--- src/rtl/pipeline_stall_ctrl.sv ---
// pipeline_stall_ctrl: central stall/flush controller for the 5-stage core.
// The request inputs (load-use, branch flush, dmem busy) turn into per-stage
// enable/flush controls. The controller inserts exactly one bubble per
// load-use hazard and freezes the pipeline while data memory is busy. It
// also raises a sticky error when memory stays busy too long and keeps
// saturating stall statistics.
module pipeline_stall_ctrl #(
    parameter int MAX_WAIT = 64,
    parameter int CNT_W    = 32
) (
    input  logic             clk,
    input  logic             rst_n,
    input  logic             load_use_req,
    input  logic             branch_flush,
    input  logic             dmem_busy,
    input  logic             clr_stats,
    output logic             pc_en,
    output logic             if_id_en,
    output logic             if_id_flush,
    output logic             id_ex_flush,
    output logic             back_en,
    output logic             mem_timeout,
    output logic [CNT_W-1:0] bubble_cnt,
    output logic [CNT_W-1:0] flush_cnt,
    output logic [CNT_W-1:0] freeze_cnt,
    output logic [1:0]       state_dbg
);

    localparam int WW = $clog2(MAX_WAIT + 1);

    typedef enum logic [1:0] {
        RUN    = 2'd0,
        BUBBLE = 2'd1,
        FREEZE = 2'd2
    } state_t;

    typedef enum logic [1:0] {
        ACT_NORMAL = 2'd0,
        ACT_BUBBLE = 2'd1,
        ACT_FLUSH  = 2'd2,
        ACT_FREEZE = 2'd3
    } act_t;

    state_t         state;
    act_t           act;
    logic [WW-1:0]  wait_cnt;

    assign state_dbg = state;

    // Pick this cycle's action by priority. FREEZE state with memory ready
    // evaluates like RUN, so only the BUBBLE state masks a lingering request.
    always_comb begin
        act = ACT_NORMAL;
        if (dmem_busy || mem_timeout) begin
            act = ACT_FREEZE;
        end else if (branch_flush) begin
            act = ACT_FLUSH;
        end else if (load_use_req && (state != BUBBLE)) begin
            act = ACT_BUBBLE;
        end
    end

    // Decode the action into stage controls. In reset the pipeline is held and flushed.
    always_comb begin
        pc_en       = 1'b1;
        if_id_en    = 1'b1;
        if_id_flush = 1'b0;
        id_ex_flush = 1'b0;
        back_en     = 1'b1;
        if (!rst_n) begin
            pc_en       = 1'b0;
            if_id_en    = 1'b0;
            if_id_flush = 1'b1;
            id_ex_flush = 1'b1;
            back_en     = 1'b0;
        end else begin
            case (act)
                ACT_FREEZE: begin
                    pc_en    = 1'b0;
                    if_id_en = 1'b0;
                    back_en  = 1'b0;
                end
                ACT_FLUSH: begin
                    if_id_flush = 1'b1;
                    id_ex_flush = 1'b1;
                end
                ACT_BUBBLE: begin
                    pc_en       = 1'b0;
                    if_id_en    = 1'b0;
                    id_ex_flush = 1'b1;
                end
                default: ;
            endcase
        end
    end

    // State register: follows the action taken this cycle.
    always_ff @(posedge clk or negedge rst_n) begin
        if (!rst_n) begin
            state <= RUN;
        end else begin
            case (act)
                ACT_FREEZE: state <= FREEZE;
                ACT_BUBBLE: state <= BUBBLE;
                default:    state <= RUN;
            endcase
        end
    end

    // Consecutive busy counter. The timeout latches on the edge that would reach MAX_WAIT.
    always_ff @(posedge clk or negedge rst_n) begin
        if (!rst_n) begin
            wait_cnt    <= '0;
            mem_timeout <= 1'b0;
        end else if (dmem_busy) begin
            if (wait_cnt != WW'(MAX_WAIT)) begin
                wait_cnt <= wait_cnt + WW'(1);
            end
            if (wait_cnt == WW'(MAX_WAIT - 1)) begin
                mem_timeout <= 1'b1;
            end
        end else begin
            wait_cnt <= '0;
        end
    end

    // Saturating statistics. A clear wins over an increment in the same cycle.
    always_ff @(posedge clk or negedge rst_n) begin
        if (!rst_n) begin
            bubble_cnt <= '0;
            flush_cnt  <= '0;
            freeze_cnt <= '0;
        end else if (clr_stats) begin
            bubble_cnt <= '0;
            flush_cnt  <= '0;
            freeze_cnt <= '0;
        end else begin
            if (act == ACT_BUBBLE && bubble_cnt != '1) bubble_cnt <= bubble_cnt + CNT_W'(1);
            if (act == ACT_FLUSH  && flush_cnt  != '1) flush_cnt  <= flush_cnt  + CNT_W'(1);
            if (act == ACT_FREEZE && freeze_cnt != '1) freeze_cnt <= freeze_cnt + CNT_W'(1);
        end
    end

endmodule

--- config.mk ---
export PLATFORM = sky130hd
export DESIGN_NAME = pipeline_stall_ctrl
export DESIGN_NICKNAME = d
export VERILOG_FILES = /design/src/rtl/pipeline_stall_ctrl.sv
export SDC_FILE = /design/constraint.sdc
export NUM_CORES = 1
export LEC_CHECK = 0
export ABC_AREA = 1
export CORE_MARGIN = 2
export CORE_UTILIZATION = 50
export CTS_CLUSTER_DIAMETER = 200
export DETAILED_ROUTE_END_ITERATION = 8
export PLACE_DENSITY = 0.87
export SLEW_MARGIN = 5
export SYNTH_ARGS = -nofsm -noshare
export SYNTH_HDL_FRONTEND = slang
export SYNTH_SLANG_ARGS = --single-unit
--- constraint.sdc ---
create_clock -name clk -period 1.77 [get_ports clk]
set_clock_uncertainty 0.1 [all_clocks]
set_input_delay 0.4425 -clock clk [delete_from_list [all_inputs] [get_ports clk]]
set_output_delay 0.4425 -clock clk [all_outputs]
set_load 0.1 [all_outputs]
==> metrics <==
outcome finished with violations; violations in the final reports design-rule violations, negative setup slack; total detailed-routing wirelength around 32 mm; post-synth top area cell sky130_fd_sc_hd__dfrtp_1; slew at the pin closest to its max-slew limit 0.5645 ns; remaining routing DRC violations 4; Vias roughly 9400; Worst R2R End bubble_cnt[30]; maxcap violations 0; cells after synthesis between 1000 and 1500; aggregate global-route resource usage a little under two fifths; Reg2Reg Setup Slack -0.60 ns; Root Buffer Master sky130_fd_sc_hd__clkbuf_16; area of the multi-input gates 4772 um^2; synthesized-area fraction occupied by and/or/nand/nor cells between 40 and 50%; H-tree depth 3; final worst-path setup slack -0.6294 ns; area post-placement around 11000 um^2; post-detailed-route count of antenna-violating nets 0; WP data required roughly 1.2 ns; utilization of the core after routing ~87%; placed wire-length estimate after detailed placement roughly 17 mm; CTS sink count 106; kind of start point of the critical path flip-flop; storage element area 2828 um^2; post-route minimum period about 2.4 ns; die outline area 15120 um^2; critical path endpoint pc_en; global-route wire length before repair 44.35 mm; post-CTS clock slew at the launch and capture registers of the worst setup and hold paths 0.08 ns; reg2reg path depth 18; fraction of synthesized cell area in xor and xnor cells under 10%; post-route cell area about 12000 um^2; reg-to-reg startpoint state_dbg[0]; sort of element at the end of the critical path output port; count of final hold-check violations 0; Fmax 416.8 MHz; post-synthesis adder-cell area fraction around 1.4%; via count of the first global-routing pass 8765; unrepaired setup endpoints after global routing true; DR WL/cell 21.70 um; horizontal die dimension ~120 um; quantity of hold-fixing buffers added after cts 0; antenna diode instance count 0; cell count after placement 1446; relative slew slack 62.23%; crit-path max FO 2; largest net degree at the start of global routing 79; remaining global-route overflow 0; final setup violation count a little over 100; ranking of synthesized cells by area sky130_fd_sc_hd__dfrtp_1 (37%), sky130_fd_sc_hd__nand2_1 (21%), sky130_fd_sc_hd__nor2_1 (9.2%); area of the mapped netlist a little over 7000 um^2; start-to-end type of the worst setup path flip-flop to output port; sequential fraction of the synthesis area 37.50%; post-synthesis sequential element count roughly 110; DIE HEIGHT roughly 120 um; area of the core approximately 14000 um^2; top-level port count 110; mean cell area of the mapped netlist approximately 6.6 um^2; layout-stage area growth over the synthesis result 69.14%; class of the tightest hold or removal check input pin to async pin; Synth Net Count ~1100; proportion of layout cells with a drive suffix above 1 around 42%; IR Drop Worst-Case VDD roughly 0.48 mV; number of library cell types mapped by synthesis 37; TritonCTS clock tree done; total iterations of the first detailed-routing run 9; number of core rows 43; power density relative to cell area 408.6 nW/um^2; number of inserted filler cells in the final layout 560; dominant combinational cell family by area after synthesis simple AND/OR/NAND/NOR gates; worst hold margin about 0.088 ns; Ys Warns 0; worst setup path start state_dbg[1]; number of DRC violations after detailed-routing iteration 0 1529; top-area cell type share of the netlist area between 30 and 40%; clock latency reported for the late side of the worst-skew pair 0.38 ns; Critical Path AT ~1.9 ns; fraction of synthesized area in multiplexers 0%; Port Buffers 109; non-filler instance count after layout ~1500; DR vias/cell approximately 6.3; Max clock buf depth 2; clock buffers created by TritonCTS 9; compound-gate portion of the synthesized area approximately 3.9%; global placer's final weighted congestion between 0.9 and 1; antenna violations before repair 0; ratio of final minimum period to clock period 135.6%; setup TNS after final layout -32.42 ns; total number of nets in the final design roughly 1300; Static Leakage roughly 5.3 nW; number of max-slew violations in the final report 0; effective utilization at floorplan 51.16%
-- Yosys cell counts --
library cell / n
sky130_fd_sc_hd__nand2_1: 395
sky130_fd_sc_hd__nor2_1: 173
sky130_fd_sc_hd__inv_1: 109
sky130_fd_sc_hd__dfrtp_1: 106
sky130_fd_sc_hd__nand3_1: 91
sky130_fd_sc_hd__nand4_1: 25
sky130_fd_sc_hd__xor2_1: 25
sky130_fd_sc_hd__o21ai_1: 17
sky130_fd_sc_hd__o21ai_0: 12
sky130_fd_sc_hd__xnor2_1: 12
sky130_fd_sc_hd__a21oi_1: 9
sky130_fd_sc_hd__nor2_4: 9
sky130_fd_sc_hd__clkbuf_1: 8
sky130_fd_sc_hd__ha_1: 8
sky130_fd_sc_hd__nand2_2: 8
sky130_fd_sc_hd__nor2_2: 7
sky130_fd_sc_hd__buf_6: 5
sky130_fd_sc_hd__nand2_4: 5
sky130_fd_sc_hd__nor3_1: 5
sky130_fd_sc_hd__buf_4: 4
sky130_fd_sc_hd__inv_2: 4
sky130_fd_sc_hd__nand3b_1: 4
sky130_fd_sc_hd__nor3b_1: 4
sky130_fd_sc_hd__o21ai_2: 3
sky130_fd_sc_hd__o21bai_1: 3
sky130_fd_sc_hd__a21oi_2: 2
sky130_fd_sc_hd__buf_1: 2
sky130_fd_sc_hd__buf_2: 2
sky130_fd_sc_hd__nand3_4: 2
sky130_fd_sc_hd__a31oi_1: 1
sky130_fd_sc_hd__clkinv_1: 1
sky130_fd_sc_hd__nand3_2: 1
sky130_fd_sc_hd__nor2_8: 1
sky130_fd_sc_hd__nor4_1: 1
sky130_fd_sc_hd__o21a_1: 1
sky130_fd_sc_hd__o31ai_1: 1
sky130_fd_sc_hd__or2_2: 1
-- routing by layer --
| layer | part of all wire, % | global-route usage, % |
|---|---|---|
| met1 | 32 | 45.04 |
| met2 | 47 | 62.95 |
| met3 | 13 | 9.041 |
| met4 | 8.8 | 20.91 |
| met5 | 0 | 0 |
-- logic make-up after synthesis --
kind of cell               after synthesis
adders and majority gates                8
DFF                                    106
AOI/OAI and AO/OA                       49
buffers and inverters                  135
and+or+nand+nor                        732
xor gates and xnor gates                37
-- worst min-delay path by stage --
stage / cells past startpoint / to / slack (ns) / from
3_3_place_gp: 1 / wait_cnt[5] / 0.38 / wait_cnt[5]
6_report: 2 / bubble_cnt[20] / 0.09 / rst_n
3_5_place_dp: 1 / wait_cnt[5] / 0.40 / wait_cnt[5]
2_1_floorplan: 0 / bubble_cnt[10] / 0.05 / rst_n
4_1_cts: 2 / bubble_cnt[19] / 0.12 / rst_n
5_1_grt: 2 / bubble_cnt[17] / 0.12 / rst_n
-- cell type report --
cell class / count / share of cell area [%]
Timing Repair Buffer: 248 / 28.37
Multi-Input combinational cell: 827 / 39.88
Clock buffer: 15 / 2.321
Tap cell: 180 / 1.882
Clock inverter: 1 / 0.06274
Sequential cell: 106 / 23.63
Inverter: 114 / 3.848
-- flip-flops by register name, summed over array words and instances, names as in the netlist --
signal,count
wait_cnt,7
flush_cnt,32
mem_timeout,1
state_dbg,2
freeze_cnt,32
bubble_cnt,32
-- worst max-delay path, stage by stage (launching register included) --
cell and delay, ns:
sky130_fd_sc_hd__dfrtp_4 0.50, sky130_fd_sc_hd__nor2_4 0.12, sky130_fd_sc_hd__inv_2 0.06, sky130_fd_sc_hd__a31oi_4 0.14, sky130_fd_sc_hd__inv_2 0.09, sky130_fd_sc_hd__buf_6 0.13, sky130_fd_sc_hd__nor2_4 0.21, sky130_fd_sc_hd__buf_12 0.21
-- where the power goes --
group	total [mW]	leakage (nW)	internal (mW)	switching, mW
registers	2.45	1.30	2.43	0.0194
logic	0.372	3.89	0.115	0.257
clock network	2.07	0.136	1.07	0.991
-- cell usage in the layout (no fill, tap or decap), types with 10 or more instances in the layout --
cell type / count
sky130_fd_sc_hd__nand4_1: 25
sky130_fd_sc_hd__nor2_2: 25
sky130_fd_sc_hd__xor2_1: 25
sky130_fd_sc_hd__inv_2: 10
sky130_fd_sc_hd__dfrtp_4: 21
sky130_fd_sc_hd__buf_12: 111
sky130_fd_sc_hd__nand3_2: 21
sky130_fd_sc_hd__buf_6: 21
sky130_fd_sc_hd__dfrtp_2: 77
sky130_fd_sc_hd__xnor2_1: 12
sky130_fd_sc_hd__nand3_1: 60
sky130_fd_sc_hd__nor2_1: 145
sky130_fd_sc_hd__nor2_4: 19
sky130_fd_sc_hd__buf_4: 106
sky130_fd_sc_hd__nand2_1: 335
sky130_fd_sc_hd__nand2_2: 43
sky130_fd_sc_hd__inv_1: 99
sky130_fd_sc_hd__o21ai_1: 10
sky130_fd_sc_hd__nand2_4: 24
sky130_fd_sc_hd__o21ai_2: 16
sky130_fd_sc_hd__nand3_4: 13
-- stage by stage --
step	total power, mW	worst slack, ns
2_1_floorplan	2.647	-0.6084
3_3_place_gp	2.813	-0.7227
3_5_place_dp	2.828	-0.7529
4_1_cts	4.797	-0.5181
5_1_grt	4.980	-0.8598
6_report	4.890	-0.6294
-- timing repair --
item / CTS / global route
buffers inserted: 15 / 17
gates resized for setup: 104 / 118
setup endpoints to repair: 100 / 101
pin swaps: 39 / 40
cloned: 7 / 1
(Power assumes the default switching activity.)
